$ cat src/rtl/vga_pkg.sv
// Shared types and constants for the VGA framebuffer arbiter and its pixel FIFO.
package vga_pkg;

  localparam int COLOR_W = 24;
  localparam logic [COLOR_W-1:0] DEFAULT_UNDERFLOW_COLOR = 24'hFF00FF;

  typedef enum logic [2:0] {IDLE, DISP, HWR, HRD1, HRD2} state_t;

  function automatic int unsigned frame_pixels(input int unsigned h, input int unsigned v);
    return h * v;
  endfunction

endpackage

$ cat src/rtl/pix_fifo.sv
// First-word-fall-through pixel FIFO with synchronous flush and occupancy count.
module pix_fifo import vga_pkg::*; #(
  parameter int DEPTH = 8,
  parameter int CNT_W = $clog2(DEPTH) + 1
) (
  input  logic               clk,
  input  logic               rst_n,
  input  logic               push,
  input  logic               pop,
  input  logic               flush,
  input  logic [COLOR_W-1:0] wdata,
  output logic [COLOR_W-1:0] head,
  output logic [CNT_W-1:0]   count
);

  localparam int PTR_W = $clog2(DEPTH);

  logic [COLOR_W-1:0] mem [DEPTH];
  logic [PTR_W-1:0]   wr_ptr;
  logic [PTR_W-1:0]   rd_ptr;
  logic               do_push;
  logic               do_pop;

  // A push into a full FIFO is only accepted when a pop frees a slot in the same cycle.
  assign do_pop  = pop && (count != '0);
  assign do_push = push && ((count != CNT_W'(DEPTH)) || do_pop);
  assign head    = mem[rd_ptr];

  always_ff @(posedge clk or negedge rst_n) begin
    if (!rst_n) begin
      wr_ptr <= '0;
      rd_ptr <= '0;
      count  <= '0;
    end else if (flush) begin
      wr_ptr <= '0;
      rd_ptr <= '0;
      count  <= '0;
    end else begin
      if (do_push) wr_ptr <= wr_ptr + 1'b1;
      if (do_pop)  rd_ptr <= rd_ptr + 1'b1;
      if (do_push && !do_pop)      count <= count + 1'b1;
      else if (do_pop && !do_push) count <= count - 1'b1;
    end
  end

  always_ff @(posedge clk) begin
    if (do_push && !flush) mem[wr_ptr] <= wdata;
  end

endmodule

$ cat src/rtl/vga_fb_arbiter.sv
// Shares a single-port framebuffer RAM between display refill (via a FWFT pixel FIFO)
// and a host port; the display keeps the port for the whole visible line.
module vga_fb_arbiter import vga_pkg::*; #(
  parameter int H_VISIBLE = 1024,
  parameter int V_VISIBLE = 768,
  parameter int ADDR_W = 20,
  parameter int FIFO_DEPTH = 8,
  parameter int LOW_WATER = 2,
  parameter logic [COLOR_W-1:0] UNDERFLOW_COLOR = DEFAULT_UNDERFLOW_COLOR
) (
  input  logic               clk65,
  input  logic               rst_n,
  input  logic               active,
  input  logic               screenend,
  output logic [COLOR_W-1:0] color_out,
  output logic               underflow,
  input  logic               host_req,
  input  logic               host_we,
  input  logic [ADDR_W-1:0]  host_addr,
  input  logic [COLOR_W-1:0] host_wdata,
  output logic               host_ack,
  output logic [COLOR_W-1:0] host_rdata,
  output logic [ADDR_W-1:0]  mem_addr,
  output logic               mem_we,
  output logic [COLOR_W-1:0] mem_wdata,
  input  logic [COLOR_W-1:0] mem_rdata,
  output state_t             fsm_state
);

  // Host handshake: host_req with we/addr/wdata held stable until a one-cycle host_ack;
  // a request still high in its own ack cycle is not granted again.

  localparam int CNT_W  = $clog2(FIFO_DEPTH) + 1;
  localparam int FILL_W = CNT_W + 1;
  localparam logic [ADDR_W:0] PIX_END = (ADDR_W + 1)'(frame_pixels(H_VISIBLE, V_VISIBLE));

  state_t              state;
  logic [ADDR_W:0]     fetch_addr;
  logic                rd_issue;
  logic                rd_ret;
  logic [CNT_W-1:0]    count;
  logic [COLOR_W-1:0]  head;
  logic [FILL_W-1:0]   fill;
  logic                empty;
  logic                push;
  logic                pop;
  logic                disp_need;
  logic                urgent;
  logic                host_go;

  // A display read is in flight while its address is on the port (rd_issue)
  // and in the following cycle while its data returns (rd_ret).
  assign fill      = FILL_W'(count) + FILL_W'(rd_issue) + FILL_W'(rd_ret);
  assign disp_need = (fill < FILL_W'(FIFO_DEPTH)) && (fetch_addr < PIX_END);
  assign urgent    = disp_need && (fill <= FILL_W'(LOW_WATER));
  // Every visible pixel pops the FIFO, so a slot lent to the host mid-line costs a pixel.
  assign host_go   = host_req && !host_ack && !active;

  assign empty     = (count == '0);
  assign push      = rd_ret && !screenend;
  assign pop       = active && !empty;
  assign color_out = !active ? '0 : (empty ? UNDERFLOW_COLOR : head);
  assign fsm_state = state;

  pix_fifo #(
    .DEPTH (FIFO_DEPTH),
    .CNT_W (CNT_W)
  ) u_fifo (
    .clk   (clk65),
    .rst_n (rst_n),
    .push  (push),
    .pop   (pop),
    .flush (screenend),
    .wdata (mem_rdata),
    .head  (head),
    .count (count)
  );

  always_ff @(posedge clk65 or negedge rst_n) begin
    if (!rst_n) begin
      state      <= IDLE;
      fetch_addr <= '0;
      rd_issue   <= 1'b0;
      rd_ret     <= 1'b0;
      mem_we     <= 1'b0;
      mem_addr   <= '0;
      mem_wdata  <= '0;
      host_ack   <= 1'b0;
      host_rdata <= '0;
    end else begin
      mem_we   <= 1'b0;
      host_ack <= 1'b0;
      rd_issue <= 1'b0;
      rd_ret   <= rd_issue && !screenend;
      if (screenend) fetch_addr <= '0;
      case (state)
        IDLE, DISP: begin
          if (screenend) begin
            state <= IDLE;
          end else if (urgent || (!host_go && disp_need)) begin
            state      <= DISP;
            mem_addr   <= fetch_addr[ADDR_W-1:0];
            fetch_addr <= fetch_addr + 1'b1;
            rd_issue   <= 1'b1;
          end else if (host_go) begin
            mem_addr <= host_addr;
            if (host_we) begin
              state     <= HWR;
              mem_we    <= 1'b1;
              mem_wdata <= host_wdata;
              host_ack  <= 1'b1;
            end else begin
              state <= HRD1;
            end
          end else begin
            state <= IDLE;
          end
        end
        HWR:  state <= IDLE;
        HRD1: state <= HRD2;
        HRD2: begin
          state      <= IDLE;
          host_ack   <= 1'b1;
          host_rdata <= mem_rdata;
        end
        default: state <= IDLE;
      endcase
    end
  end

  always_ff @(posedge clk65 or negedge rst_n) begin
    if (!rst_n)                 underflow <= 1'b0;
    else if (active && empty)   underflow <= 1'b1;
  end

endmodule

$ cat config.mk
export PLATFORM = sky130hd
export DESIGN_NAME = vga_fb_arbiter
export DESIGN_NICKNAME = d
export VERILOG_FILES = /design/src/rtl/vga_pkg.sv /design/src/rtl/pix_fifo.sv /design/src/rtl/vga_fb_arbiter.sv
export SDC_FILE = /design/constraint.sdc
export NUM_CORES = 1
export LEC_CHECK = 0
export ABC_CLOCK_PERIOD_IN_PS = 9120
export CORE_MARGIN = 1.5
export CORE_UTILIZATION = 50
export CTS_CLUSTER_DIAMETER = 30
export DETAILED_ROUTE_END_ITERATION = 16
export PLACE_DENSITY = 0.78
export SKIP_LAST_GASP = 1
export SLEW_MARGIN = 20
export SYNTH_ARGS = -nofsm -noshare
export SYNTH_HDL_FRONTEND = slang
export SYNTH_HIERARCHICAL = 1
export SYNTH_SLANG_ARGS = --single-unit
$ cat constraint.sdc
create_clock -name clk65 -period 9.12 [get_ports clk65]
set_input_delay 1.824 -clock clk65 [delete_from_list [all_inputs] [get_ports clk65]]
set_output_delay 1.824 -clock clk65 [all_outputs]
set_load 0.005 [all_outputs]
* Word-level counts from Yosys, hierarchy flattened *
Memory sizes are Yosys's and may differ from the RTL's.
Cells that the tools add are included.

operators by class
  magnitude comparators = 3
  reduce and logical (&&, ||, !) cells = 33
  bitwise logic cells = 2
  equal/unequal tests = 4
  muxes and demuxes = 31
  add/sub/neg operators = 7

operator list
  kind                     count
  $mux W21                 4
  $mux W24                 2
  $mux W20                 2
  $add A21 B1 Y21 const B  1
  $lt A21 B20 Y1 const B   1
  $mux W3                  7
  $logic_and A1 B1 Y1      14
  $mux W4                  3
  $mux W1                  11
  $logic_not A1 Y1         7
  $add A3 B1 Y3 const B    2
  $pmux W3 S2              1
  $reduce_bool A2 Y1       3
  $add A4 B1 Y5            1
  $add A5 B1 Y5            1
  $le A5 B2 Y1 const B     1
  $lt A5 B4 Y1 const B     1
  $reduce_and A5 Y1        1
  $add A4 B1 Y4 const B    1
  $logic_not A4 Y1         1
  $ne A4 B4 Y1 const B     1
  $reduce_bool A4 Y1       1
  $sub A4 B1 Y4 const B    1
  $eq A3 B1 Y1 const B     1
  other kinds (9)          11

word-level totals
  logic and storage cells = 94
  memories kept = 1
  register bits after elaboration = 107
  memory bits (writable) = 192
  bits of input ports = 74

memories
  memory      words  bits a word  rd ports  clocked after Yosys merged registers in  write ports  line            RTL
  u_fifo.mem  8      24           1         0                                        1            pix_fifo.sv:18  logic [COLOR_W-1:0] mem [DEPTH];

* Longest topological paths before layout *
Gate-level depths: netlist of the first run.

  depth in word-level cells = 11
  mapped depth = 11

* Modules after synthesis *
Netlist of the first run, hierarchy kept.

by module, submodules not included
  module          cells each  area an instance (um2)  instances  sequential area each (um2)
  pix_fifo        355         7957.6                  1          6015.8
  vga_fb_arbiter  382         4538.1                  1          2427.3

* Least setup slack after synthesis of the first run *
No wires, ideal clock.

  path kind = in2reg
  start point = input screenend
  end point = memory u_fifo.mem[0][0], enable pin
  library setup time = 0.474 ns
  path buffers = 3
  slack = 3.243 ns
  cell stages on the path = 6
  data arrival time = 5.403 ns
  data required time = 8.646 ns
  cell sequence = clkbuf_1 -> buf_1 -> nor2_1 -> clkbuf_1 -> o21ai_2 -> nor4b_1

on the way
  word-level cells in the longest chain between the ends = 6

RTL lines
  element                        line                  RTL
  start, declared                vga_fb_arbiter.sv:14  input logic screenend,
  $logic_not A1 Y1               vga_fb_arbiter.sv:60  assign push = rd_ret && !screenend;
  $logic_and A1 B1 Y1            vga_fb_arbiter.sv:60
  named net push                 vga_fb_arbiter.sv:45  logic push;
  $logic_and A1 B1 Y1            pix_fifo.sv:26        assign do_push = push && ((count != CNT_W'(DEPTH)) || do_pop);
  $logic_and A1 B1 Y1            pix_fifo.sv:47        if (do_push && !flush) mem[wr_ptr] <= wdata;
  $mux W1                        pix_fifo.sv:47
  $mux W1 (implied by the code)  pix_fifo.sv:47
  end, declared                  pix_fifo.sv:18

The timed path passes the listed nets, and every way through them passes these cells.

* Worst setup path in the final report of the first run *
  start point = register u_fifo.rd_ptr[0]
  end point = output color_out[20]

on the way
  word-level cells in the longest chain between the ends = 3

RTL lines
  element                 line                  RTL
  start, declared         pix_fifo.sv:20        logic [PTR_W-1:0] rd_ptr;
  start signal, assigned  pix_fifo.sv:40        if (do_pop) rd_ptr <= rd_ptr + 1'b1;
  $mem_v2 Z8 W24          -
  named net head[20]      vga_fb_arbiter.sv:42  logic [COLOR_W-1:0] head;
  $mux W24 (2 in series)  vga_fb_arbiter.sv:62  assign color_out = !active ? '0 : (empty ? UNDERFLOW_COLOR : head);
  end, declared           vga_fb_arbiter.sv:15  output logic [COLOR_W-1:0] color_out,

The timed path passes the listed nets, and every way through them passes these cells.

==> flow_summary.json, run 1 <==
{
  "area.sequential_um2": 8450,
  "synth_sequential_area_ratio_pct": 67.6,
  "stdcell_area_um2": 16700,
  "yosys_warnings": 6,
  "cp_slowest_cell": "sky130_fd_sc_hd__dfrtp_4",
  "min-delay-path-class": "register to register",
  "place_ws_ns": 3.38,
  "start_kind": "register",
  "layout-area-overhead-vs-synth_pct": 33.4,
  "path_cells": "mux4_2, mux2_2, o21a_1, clkdlybuf4s50_1",
  "cts-root-to-sink-buffers": 3,
  "post-cts-setup-buffer-count": 0,
  "grt_start_max_net_pins": 59,
  "worstHoldStart": "underflow",
  "worst-endpoint-required_ns": 7.30,
  "min_delay_worst_endpoint": "underflow",
  "grt_first_pass_wirelength_um": 43200,
  "globalRouteTotalUtil_pct": 21.5,
  "critical_path.top_delay_family": "flip-flops",
  "h-tree-depth": 2,
  "maxClockFrequency_mhz": 198,
  "postSynthCellCount": 737,
  "globalRouteOverflowTotal": 0,
  "insertion_delay_ns": 0.57,
  "clock-skew-final_ns": 0.0212,
  "cts_root_buffer": "sky130_fd_sc_hd__clkbuf_16",
  "antennaDiodeCount": 0,
  "power.static_leakage_nw": 6.10,
  "finalHoldViolations": 0,
  "chipHeight_um": 161,
  "cap_violations": 0,
  "timing.hold.ws_ns": 0.471,
  "power.density_cell_area_nw_per_um2": 273,
  "cts_repair_resize_count": 0,
  "maxSlewViolCount": 0,
  "worst-endpoint-arrival_ns": 3.23,
  "routed_wl_um": 27000,
  "firstDrtPassIters": 4,
  "antenna_found_initial": 0,
  "worst_ir_drop_vdd_v": 0.000180,
  "timing.setup.tns_ns": 0,
  "layout-drive-gt1-share_pct": 27.2,
  "cts-hold-fix-buffers": 0,
  "drt_first_iter_violations": 362,
  "crit_buf_inv": 1,
  "crit-reg2reg-launch": "u_fifo/count[1]",
  "die_area_um2": 25900,
  "wl_per_cell_um": 20.4,
  "clk_transition_reported_paths_ns": 0.05,
  "netlist_top_cells_count": "sky130_fd_sc_hd__edfxtp_1 (192), sky130_fd_sc_hd__dfrtp_1 (107), sky130_fd_sc_hd__mux2_2 (48), sky130_fd_sc_hd__mux4_2 (48)",
  "core_region_area_um2": 24400,
  "fin_ws_ns": 4.06,
  "synth_cell_types": 60,
  "rrSetupSlack_ns": 5.90,
  "final_antenna_net_count": 0,
  "netlist.area_leader.share_pct": 46.1,
  "yosysTopAreaCell": "sky130_fd_sc_hd__edfxtp_1",
  "cts_sink_cnt": 299,
  "multi_input_area_um2": 3840,
  "final_net_count": 1031,
  "cts_buffers": 60,
  "postSynth.asyncResetShare_pct": 35.8,
  "timing.reg2reg.worst_path_depth": 9,
  "synth.cell_area_um2": 12500,
  "io_pins": 172,
  "die_width_um": 161,
  "yosys.cell_count.top_type": "sky130_fd_sc_hd__edfxtp_1",
  "syn-mean-instance-area_um2": 17.0,
  "synth_seq_cells": 299,
  "final.period_utilization_pct": 55.4,
  "critical-path-max-stage-delay_ns": 1.08,
  "globalplace.congestion": 0.741,
  "drc": 0,
  "critPathMaxFanout": 50,
  "timing.critical_path.to_type": "output port",
  "slew_headroom_pct": 32.8,
  "rsz0062_at_grt": "false",
  "dpl-instance-area_um2": 14600,
  "placement_rows": 57,
  "num-fill-cells": 1619,
  "setup-violations-final": 0,
  "dominant_synthesized_flop_cell": "sky130_fd_sc_hd__edfxtp_1",
  "timing.rr.end": "u_fifo/count[3]",
  "hpwl_um": 15500,
  "hold-path-cell-count": 1,
  "vias": 7288,
  "vias_per_cell": 5.50,
  "floorplan.initialDensity_pct": 51.2,
  "cts_tree": "done",
  "run_status": "finished clean",
  "synth_nets": 819,
  "buffer_ports.inserted": 171,
  "total_power_mw": 4.55,
  "finalWorstPathRequiredPeriod_ns": 5.06,
  "grt_pass1_vias": 7731,
  "tightestPinTransition_ns": 1.01,
  "timing.setup.critical_path_class": "register to output port",
  "synth_top_cells_by_area": "sky130_fd_sc_hd__edfxtp_1 (46%), sky130_fd_sc_hd__dfrtp_1 (21%), sky130_fd_sc_hd__mux4_2 (8.7%)",
  "synth_edf_count": 192
}
how the worst max path moves through the flow:
stage,end,start,slack [ns],cells after the start
floorplan,u_fifo/mem[0][0],screenend,3.24,6
global placement,color_out[14],active,3.47,3
detailed placement,color_out[14],active,3.38,3
CTS,color_out[10],active,3.36,3
global route,color_out[5],u_fifo/rd_ptr[0],3.88,4
finish,color_out[20],u_fifo/rd_ptr[0],4.06,4
where the power goes:
| group | internal (mW) | total (mW) | switching [mW] |
|---|---|---|---|
| logic | 0.405 | 0.670 | 0.265 |
| registers | 1.56 | 1.64 | 0.0891 |
| clock network | 1.50 | 2.24 | 0.744 |
routing by layer:
| metal | share of wire (%) | global-route usage (%) | vias up | wire [um] |
|---|---|---|---|---|
| li1 | - | - | 3299 | - |
| met1 | 41 | 28.3 | 3694 | 11200 |
| met2 | 50 | 35.4 | 253 | 13400 |
| met3 | 7.3 | 5.42 | 42 | 1980 |
| met4 | 1.6 | 6.40 | 0 | 441 |
| met5 | 0 | 0 | - | 0 |
cells by family after synthesis:
logic type                 share of synthesized area (%)
AOI/OAI and AO/OA                                   4.21
xor gates and xnor gates                           0.771
adders and majority gates                          0.921
buffers and inverters                               2.14
DFF                                                 67.6
muxes                                               18.4
and+or+nand+nor                                     6.03
stage by stage:
| step | instances | util [%] |
|---|---|---|
| after floorplan | 737 | - |
| after global placement | 1211 | 59.7 |
| after detailed placement | 1211 | 59.7 |
| after CTS | 1325 | 68.4 |
| after global routing | 1325 | 68.3 |
| final | 1325 | 68.3 |
state kept, by name, summed over array words and instances, names as in the netlist:
register       count
mem_wdata         24
host_ack           1
rd_ret             1
fsm_state          3
u_fifo/wr_ptr      3
u_fifo/mem       192
mem_we             1
rd_issue           1
u_fifo/count       4
fetch_addr        21
underflow          1
host_rdata        24
mem_addr          20
u_fifo/rd_ptr      3
final cells by class:
cell class | count | area share [%]
inverters | 12 | 0.270
clock inverters | 49 | 3.36
well taps | 324 | 2.43
clock buffers | 65 | 9.31
multi-input cells | 389 | 23.0
flip-flops and latches | 299 | 50.7
repair buffers | 187 | 10.9
layout by cell type, fill, tap and decap left out, types with 4 or more instances in the layout:
master	n
sky130_fd_sc_hd__nor2_1	29
sky130_fd_sc_hd__inv_6	14
sky130_fd_sc_hd__bufinv_16	9
sky130_fd_sc_hd__xor2_1	7
sky130_fd_sc_hd__clkinv_1	4
sky130_fd_sc_hd__edfxtp_1	192
sky130_fd_sc_hd__nand4_1	8
sky130_fd_sc_hd__and3_1	8
sky130_fd_sc_hd__nor2b_1	6
sky130_fd_sc_hd__nand2b_1	4
sky130_fd_sc_hd__mux4_2	48
sky130_fd_sc_hd__o31ai_1	5
sky130_fd_sc_hd__ha_1	6
sky130_fd_sc_hd__dfrtp_1	105
sky130_fd_sc_hd__clkdlybuf4s50_1	169
sky130_fd_sc_hd__nor3_1	4
sky130_fd_sc_hd__o21ai_0	27
sky130_fd_sc_hd__o21a_1	16
sky130_fd_sc_hd__a21oi_1	14
sky130_fd_sc_hd__mux2i_1	23
sky130_fd_sc_hd__clkinvlp_4	11
sky130_fd_sc_hd__clkinv_2	8
sky130_fd_sc_hd__mux2_4	28
sky130_fd_sc_hd__nand3_1	7
sky130_fd_sc_hd__or4_1	5
sky130_fd_sc_hd__nand2_1	32
sky130_fd_sc_hd__clkbuf_16	61
sky130_fd_sc_hd__inv_1	12
sky130_fd_sc_hd__buf_4	17
sky130_fd_sc_hd__mux2_2	48
sky130_fd_sc_hd__or3_1	9
sky130_fd_sc_hd__xnor2_1	4
No activity file was read; power rests on OpenSTA's default activity.
==> inputs of run 2 (changes only) <==
--- a/config.mk
+++ b/config.mk
@@ -5,7 +5,7 @@
 export SDC_FILE = /design/constraint.sdc
 export NUM_CORES = 1
 export LEC_CHECK = 0
-export ABC_CLOCK_PERIOD_IN_PS = 9120
+export ABC_CLOCK_PERIOD_IN_PS = 5180
 export CORE_MARGIN = 1.5
 export CORE_UTILIZATION = 50
 export CTS_CLUSTER_DIAMETER = 30
==> constraint.sdc (replaced) <==
create_clock -name clk65 -period 5.18 [get_ports clk65]
set_input_delay 1.036 -clock clk65 [delete_from_list [all_inputs] [get_ports clk65]]
set_output_delay 1.036 -clock clk65 [all_outputs]
set_load 0.005 [all_outputs]
==> run 2 against run 1 <==
  * Non-clock buffer count grew 6
  * Sequential cell count is the same
  * Final cell count shrank 0.60%
  * Register-to-register slack lost 4.0 ns
  * Critical path type unchanged
==> flow_summary.json, run 2 (same netlist as run 1, synthesis figures left out) <==
{
  "largest_register_ffs": 192,
  "timing.reg2reg.worst_path_depth": 9,
  "largestRegisters": "u_fifo/mem (192), host_rdata (24), mem_wdata (24)",
  "grt_first_pass_wirelength_um": 42000,
  "cts_tree": "done",
  "timing.critical_path.to_type": "output port",
  "clock-skew-final_ns": 0.0209,
  "path_depth": 4,
  "core_region_area_um2": 24400,
  "firstDrtPassIters": 4,
  "timing.setup.critical_path_class": "register to output port",
  "die_width_um": 161,
  "cp_slowest_cell": "sky130_fd_sc_hd__dfrtp_4",
  "layout_common_cells": "sky130_fd_sc_hd__edfxtp_1 (192), sky130_fd_sc_hd__clkdlybuf4s50_1 (170), sky130_fd_sc_hd__dfrtp_1 (105)",
  "cap_violations": 0,
  "largest_register": "u_fifo/mem",
  "clk_transition_reported_paths_ns": 0.05,
  "timing.setup.tns_ns": 0,
  "grt_pass1_vias": 7637,
  "maxSlewViolCount": 0,
  "globalRouteOverflowTotal": 0,
  "antennaDiodeCount": 0,
  "post-cts-setup-buffer-count": 0,
  "placement_rows": 57,
  "grt_start_max_net_pins": 76,
  "final.period_utilization_pct": 81.8,
  "wl_per_cell_um": 20.2,
  "finalHoldViolations": 0,
  "final_net_count": 1030,
  "vias_per_cell": 5.54,
  "min-delay-path-class": "primary input to asynchronous set/reset pin",
  "tightestPinTransition_ns": 0.987,
  "num-fill-cells": 1634,
  "power.static_leakage_nw": 6.07,
  "timing.rr.end": "u_fifo/count[3]",
  "cts_repair_resize_count": 0,
  "drt_first_iter_violations": 455,
  "cts_root_buffer": "sky130_fd_sc_hd__clkbuf_16",
  "vias": 7290,
  "critical_path.endpoint": "color_out[0]",
  "maxClockFrequency_mhz": 236,
  "start_kind": "register",
  "mostFrequentLayoutCell": "sky130_fd_sc_hd__edfxtp_1",
  "layout-area-overhead-vs-synth_pct": 32.7,
  "worst-endpoint-required_ns": 4.14,
  "layout-drive-gt1-share_pct": 26.3,
  "final_util_pct": 68.0,
  "setup-violations-final": 0,
  "critical_path.top_delay_family": "flip-flops",
  "io_pins": 172,
  "critPathMaxFanout": 50,
  "worst_ir_drop_vdd_v": 0.000337,
  "run_status": "finished clean",
  "slew_headroom_pct": 34.2,
  "critical-path-max-stage-delay_ns": 1.08,
  "cts_sink_cnt": 299,
  "hpwl_um": 15800,
  "buffer_ports.inserted": 171,
  "antenna_found_initial": 0,
  "insertion_delay_ns": 0.57,
  "finalWorstPathRequiredPeriod_ns": 4.24,
  "cts-hold-fix-buffers": 0,
  "cts-root-to-sink-buffers": 3,
  "globalRouteTotalUtil_pct": 20.9,
  "timing.hold.ws_ns": 0.415,
  "chipHeight_um": 161,
  "rrSetupSlack_ns": 1.91,
  "cts_buffers": 53,
  "rsz0062_at_grt": "false",
  "globalplace.congestion": 0.726,
  "path_cells": "mux4_2, mux2_2, o21a_1, clkdlybuf4s50_1",
  "die_area_um2": 25900,
  "power.density_cell_area_nw_per_um2": 471,
  "drc": 0,
  "critical_path.startpoint": "u_fifo/rd_ptr[0]",
  "floorplan.initialDensity_pct": 51.2,
  "crit-reg2reg-launch": "u_fifo/count[1]",
  "routed_wl_um": 26600,
  "final_antenna_net_count": 0,
  "h-tree-depth": 2,
  "crit_buf_inv": 1,
  "worst-endpoint-arrival_ns": 3.20
}
[run 2: changes by cell type in the layout (fill, tap and decap cells not counted), moves of 4 or more]
cell / previous run / this run
sky130_fd_sc_hd__inv_6: 14 / 3
sky130_fd_sc_hd__clkbuf_16: 61 / 53
sky130_fd_sc_hd__clkinvlp_4: 11 / 5
sky130_fd_sc_hd__buf_4: 17 / 22
sky130_fd_sc_hd__clkinv_4: 2 / 6
[run 2: worst min-delay path by stage]
stage / slack, ns / end / cells after the start / start
4_1_cts: 0.46 / underflow / 1 / underflow
2_1_floorplan: 0.45 / underflow / 1 / underflow
5_1_grt: 0.43 / mem_addr[11] / 1 / rst_n
6_report: 0.42 / mem_addr[9] / 1 / rst_n
3_5_place_dp: 0.45 / underflow / 1 / underflow
3_3_place_gp: 0.44 / underflow / 1 / underflow
[run 2: per-stage QoR]
| step | setup slack [ns] | power (mW) | instances | cell area [um2] |
|---|---|---|---|---|
| after floorplan | 0.0910 | 3.48 | 737 | 12500 |
| after global placement | 1.25 | 4.09 | 1216 | 14600 |
| after detailed placement | 1.08 | 4.12 | 1216 | 14600 |
| after CTS | 0.843 | 7.89 | 1316 | 16600 |
| after global routing | 0.759 | 8.10 | 1317 | 16600 |
| final | 0.940 | 7.81 | 1317 | 16600 |
[run 2: metal layers]
metal	GRT usage, %	vias to the layer above	wire (um)
met4	6.06	0	491
met1	27.9	3689	10900
met2	34.6	256	13200
met5	0	-	0
met3	4.49	47	1920
li1	-	3298	-
[run 2: layout make-up]
class,instances,area [um2],share of cell area (%)
Timing Repair Buffer,193,1890,11.4
Multi-Input combinational cell,389,3840,23.1
Tap cell,324,405,2.44
Inverter,12,45.0,0.272
Clock buffer,62,1390,8.38
Clock inverter,38,566,3.41
Sequential cell,299,8450,50.9
[run 2: where the power goes]
| part | internal [mW] | switching, mW |
|---|---|---|
| logic | 0.716 | 0.465 |
| registers | 2.74 | 0.158 |
| clock network | 2.50 | 1.23 |
==> inputs of run 3 (changes only) <==
--- a/config.mk
+++ b/config.mk
@@ -5,12 +5,12 @@
 export SDC_FILE = /design/constraint.sdc
 export NUM_CORES = 1
 export LEC_CHECK = 0
-export ABC_CLOCK_PERIOD_IN_PS = 5180
+export ABC_CLOCK_PERIOD_IN_PS = 3400
 export CORE_MARGIN = 1.5
 export CORE_UTILIZATION = 50
 export CTS_CLUSTER_DIAMETER = 30
 export DETAILED_ROUTE_END_ITERATION = 16
-export PLACE_DENSITY = 0.78
+export PLACE_DENSITY = 0.81
 export SKIP_LAST_GASP = 1
 export SLEW_MARGIN = 20
 export SYNTH_ARGS = -nofsm -noshare
==> constraint.sdc (replaced) <==
create_clock -name clk65 -period 3.4 [get_ports clk65]
set_input_delay 0.68 -clock clk65 [delete_from_list [all_inputs] [get_ports clk65]]
set_output_delay 0.68 -clock clk65 [all_outputs]
set_load 0.005 [all_outputs]
==> run 3 against run 2 <==
  * Critical path depth increased by 2
  * Combinational power grew 65%
  * Sequential share of layout area shrank 1.2 points
  * Worst hold slack improved by 0.048 ns
  * Total power increased by 51%
==> flow_summary.json, run 3 (same netlist as run 1, synthesis figures left out) <==
{
  "run_status": "finished clean",
  "final.period_utilization_pct": 99.9,
  "timing.setup.critical_path_class": "register to output port",
  "io_pins": 172,
  "finalHoldViolations": 0,
  "hpwl_um": 16600,
  "die_area_um2": 25900,
  "largest_register": "u_fifo/mem",
  "slew_headroom_pct": 48.4,
  "final_antenna_net_count": 0,
  "grt-busiest-layer": "met2",
  "setup-violations-final": 0,
  "globalRouteOverflowTotal": 0,
  "maxClockFrequency_mhz": 294,
  "timing.reg2reg.worst_path_depth": 9,
  "global_route.usage.met3_pct": 5.62,
  "maxSlewViolCount": 0,
  "clock-skew-final_ns": 0.0246,
  "met1_usage_pct": 28.6,
  "layout-area-overhead-vs-synth_pct": 35.9,
  "drc": 0,
  "firstDrtPassIters": 4,
  "drt_first_iter_violations": 486,
  "rsz0062_at_grt": "true",
  "layout-drive-gt1-share_pct": 28.4,
  "mostFrequentLayoutCell": "sky130_fd_sc_hd__edfxtp_1",
  "largestRegisters": "u_fifo/mem (192), host_rdata (24), mem_wdata (24)",
  "instances_no_fill": 1350,
  "cts_buffers": 57,
  "floorplan.initialDensity_pct": 51.2,
  "start_kind": "register",
  "power.static_leakage_nw": 6.41,
  "antenna_found_initial": 0,
  "buffer_ports.inserted": 171,
  "vias": 7473,
  "layout_common_cells": "sky130_fd_sc_hd__edfxtp_1 (192), sky130_fd_sc_hd__clkdlybuf4s50_1 (155), sky130_fd_sc_hd__dfrtp_1 (105)",
  "globalRouteTotalUtil_pct": 21.7,
  "antennaDiodeCount": 0,
  "hold-path-cell-count": 1,
  "cts_root_buffer": "sky130_fd_sc_hd__clkbuf_16",
  "num-fill-cells": 1546,
  "grt_first_pass_wirelength_um": 43600,
  "cap_violations": 0,
  "timing.critical_path.to_type": "output port",
  "critPathMaxFanout": 7,
  "globalplace.congestion": 0.777,
  "finalWorstPathRequiredPeriod_ns": 3.40,
  "timing.rr.end": "fetch_addr[11]",
  "h-tree-depth": 2,
  "vias_per_cell": 5.54,
  "routed_wl_um": 28100,
  "numPlacedInstances": 1230,
  "power.density_cell_area_nw_per_um2": 694,
  "clk_transition_reported_paths_ns": 0.05,
  "tightestPinTransition_ns": 0.773,
  "crit-reg2reg-launch": "u_fifo/count[0]",
  "core_region_area_um2": 24400,
  "min_delay_worst_endpoint": "underflow",
  "rrSetupSlack_ns": 0.33,
  "worst_ir_drop_vdd_v": 0.000450,
  "worstHoldStart": "underflow",
  "die_width_um": 161,
  "cts_sink_cnt": 299,
  "grt_start_max_net_pins": 54,
  "wl_per_cell_um": 20.8,
  "cts_tree": "done",
  "grtUsageMet2_pct": 35.7,
  "largest_register_ffs": 192,
  "cts-root-to-sink-buffers": 3,
  "worst-endpoint-arrival_ns": 2.72,
  "min-delay-path-class": "register to register",
  "timing.hold.ws_ns": 0.463,
  "placement_rows": 57,
  "chipHeight_um": 161,
  "final_net_count": 1060,
  "grt_pass1_vias": 7885,
  "worst-endpoint-required_ns": 2.72,
  "insertion_delay_ns": 0.56
}
[run 3: cell types whose count changed in the layout (fill, tap and decap cells not counted), moves of 2 or more]
cell	before	now
sky130_fd_sc_hd__clkinvlp_4	5	9
sky130_fd_sc_hd__clkdlybuf4s50_1	170	155
sky130_fd_sc_hd__buf_4	22	33
sky130_fd_sc_hd__clkbuf_16	53	62
sky130_fd_sc_hd__dlymetal6s2s_1	0	15
sky130_fd_sc_hd__clkinv_4	6	2
sky130_fd_sc_hd__bufinv_16	11	5
sky130_fd_sc_hd__clkinv_2	5	13
sky130_fd_sc_hd__inv_8	2	0
sky130_fd_sc_hd__clkinv_1	3	5
sky130_fd_sc_hd__buf_12	0	11
[run 3: worst max-delay path by stage]
stage | cells past startpoint | slack [ns] | start | endpoint
after floorplan | 6 | -0.45 | screenend | u_fifo/mem[4][0]
after global placement | 5 | 0.35 | u_fifo/rd_ptr[0] | color_out[3]
after detailed placement | 5 | 0.32 | u_fifo/rd_ptr[0] | color_out[3]
after CTS | 5 | -0.04 | u_fifo/rd_ptr[0] | color_out[15]
after global routing | 6 | -0.05 | u_fifo/rd_ptr[0] | color_out[11]
final | 6 | 0.004 | u_fifo/rd_ptr[0] | color_out[17]
[run 3: power breakdown]
part | switching (mW) | internal [mW]
Clock | 1.87 | 3.60
Combinational | 0.792 | 1.16
Sequential | 0.179 | 4.17
[run 3: layer usage]
metal / vias up / part of all wire (%)
met4: 0 / 2.0
li1: 3365 / -
met5: - / 0
met1: 3772 / 41
met2: 298 / 49
met3: 38 / 7.8
[run 3: area by class of cell]
type                    count  area, um2  area share [%]
clock buffers              67       1530            8.99
clock inverters            40        394            2.32
inverters                  12       45.0           0.265
multi-input cells         389       3860            22.7
flip-flops and latches    299       8450            49.8
well taps                 324        405            2.39
repair buffers            219       2300            13.6
[run 3: through the flow]
| stage | setup slack (ns) | area (um2) | power, mW | util, % | TNS, ns |
|---|---|---|---|---|---|
| 6_report | 0.00386 | 17000 | 11.8 | 69.6 | 0 |
| 4_1_cts | -0.0419 | 16800 | 11.9 | 68.7 | -0.0811 |
| 3_5_place_dp | 0.323 | 14800 | 6.32 | 60.7 | 0 |
| 5_1_grt | -0.0535 | 17000 | 12.3 | 69.6 | -0.288 |
| 3_3_place_gp | 0.349 | 14800 | 6.27 | 60.7 | 0 |
| 2_1_floorplan | -0.454 | 12500 | 5.30 | - | -35.77 |
[run 3: critical path: stages (launching register included)]
cell	delay [ns]
sky130_fd_sc_hd__dfrtp_4	0.50
sky130_fd_sc_hd__buf_12	0.15
sky130_fd_sc_hd__clkbuf_16	0.16
sky130_fd_sc_hd__mux4_2	0.43
sky130_fd_sc_hd__mux2_2	0.28
sky130_fd_sc_hd__o21a_1	0.19
sky130_fd_sc_hd__clkdlybuf4s50_1	0.44
[run 3: repair_timing]
action,CTS,global route
hold buffers,1,0
setup endpoints to repair,23,17
endpoints found under the hold margin,1,0
buffers inserted,2,6
gates resized for setup,0,22
gates cloned,0,4
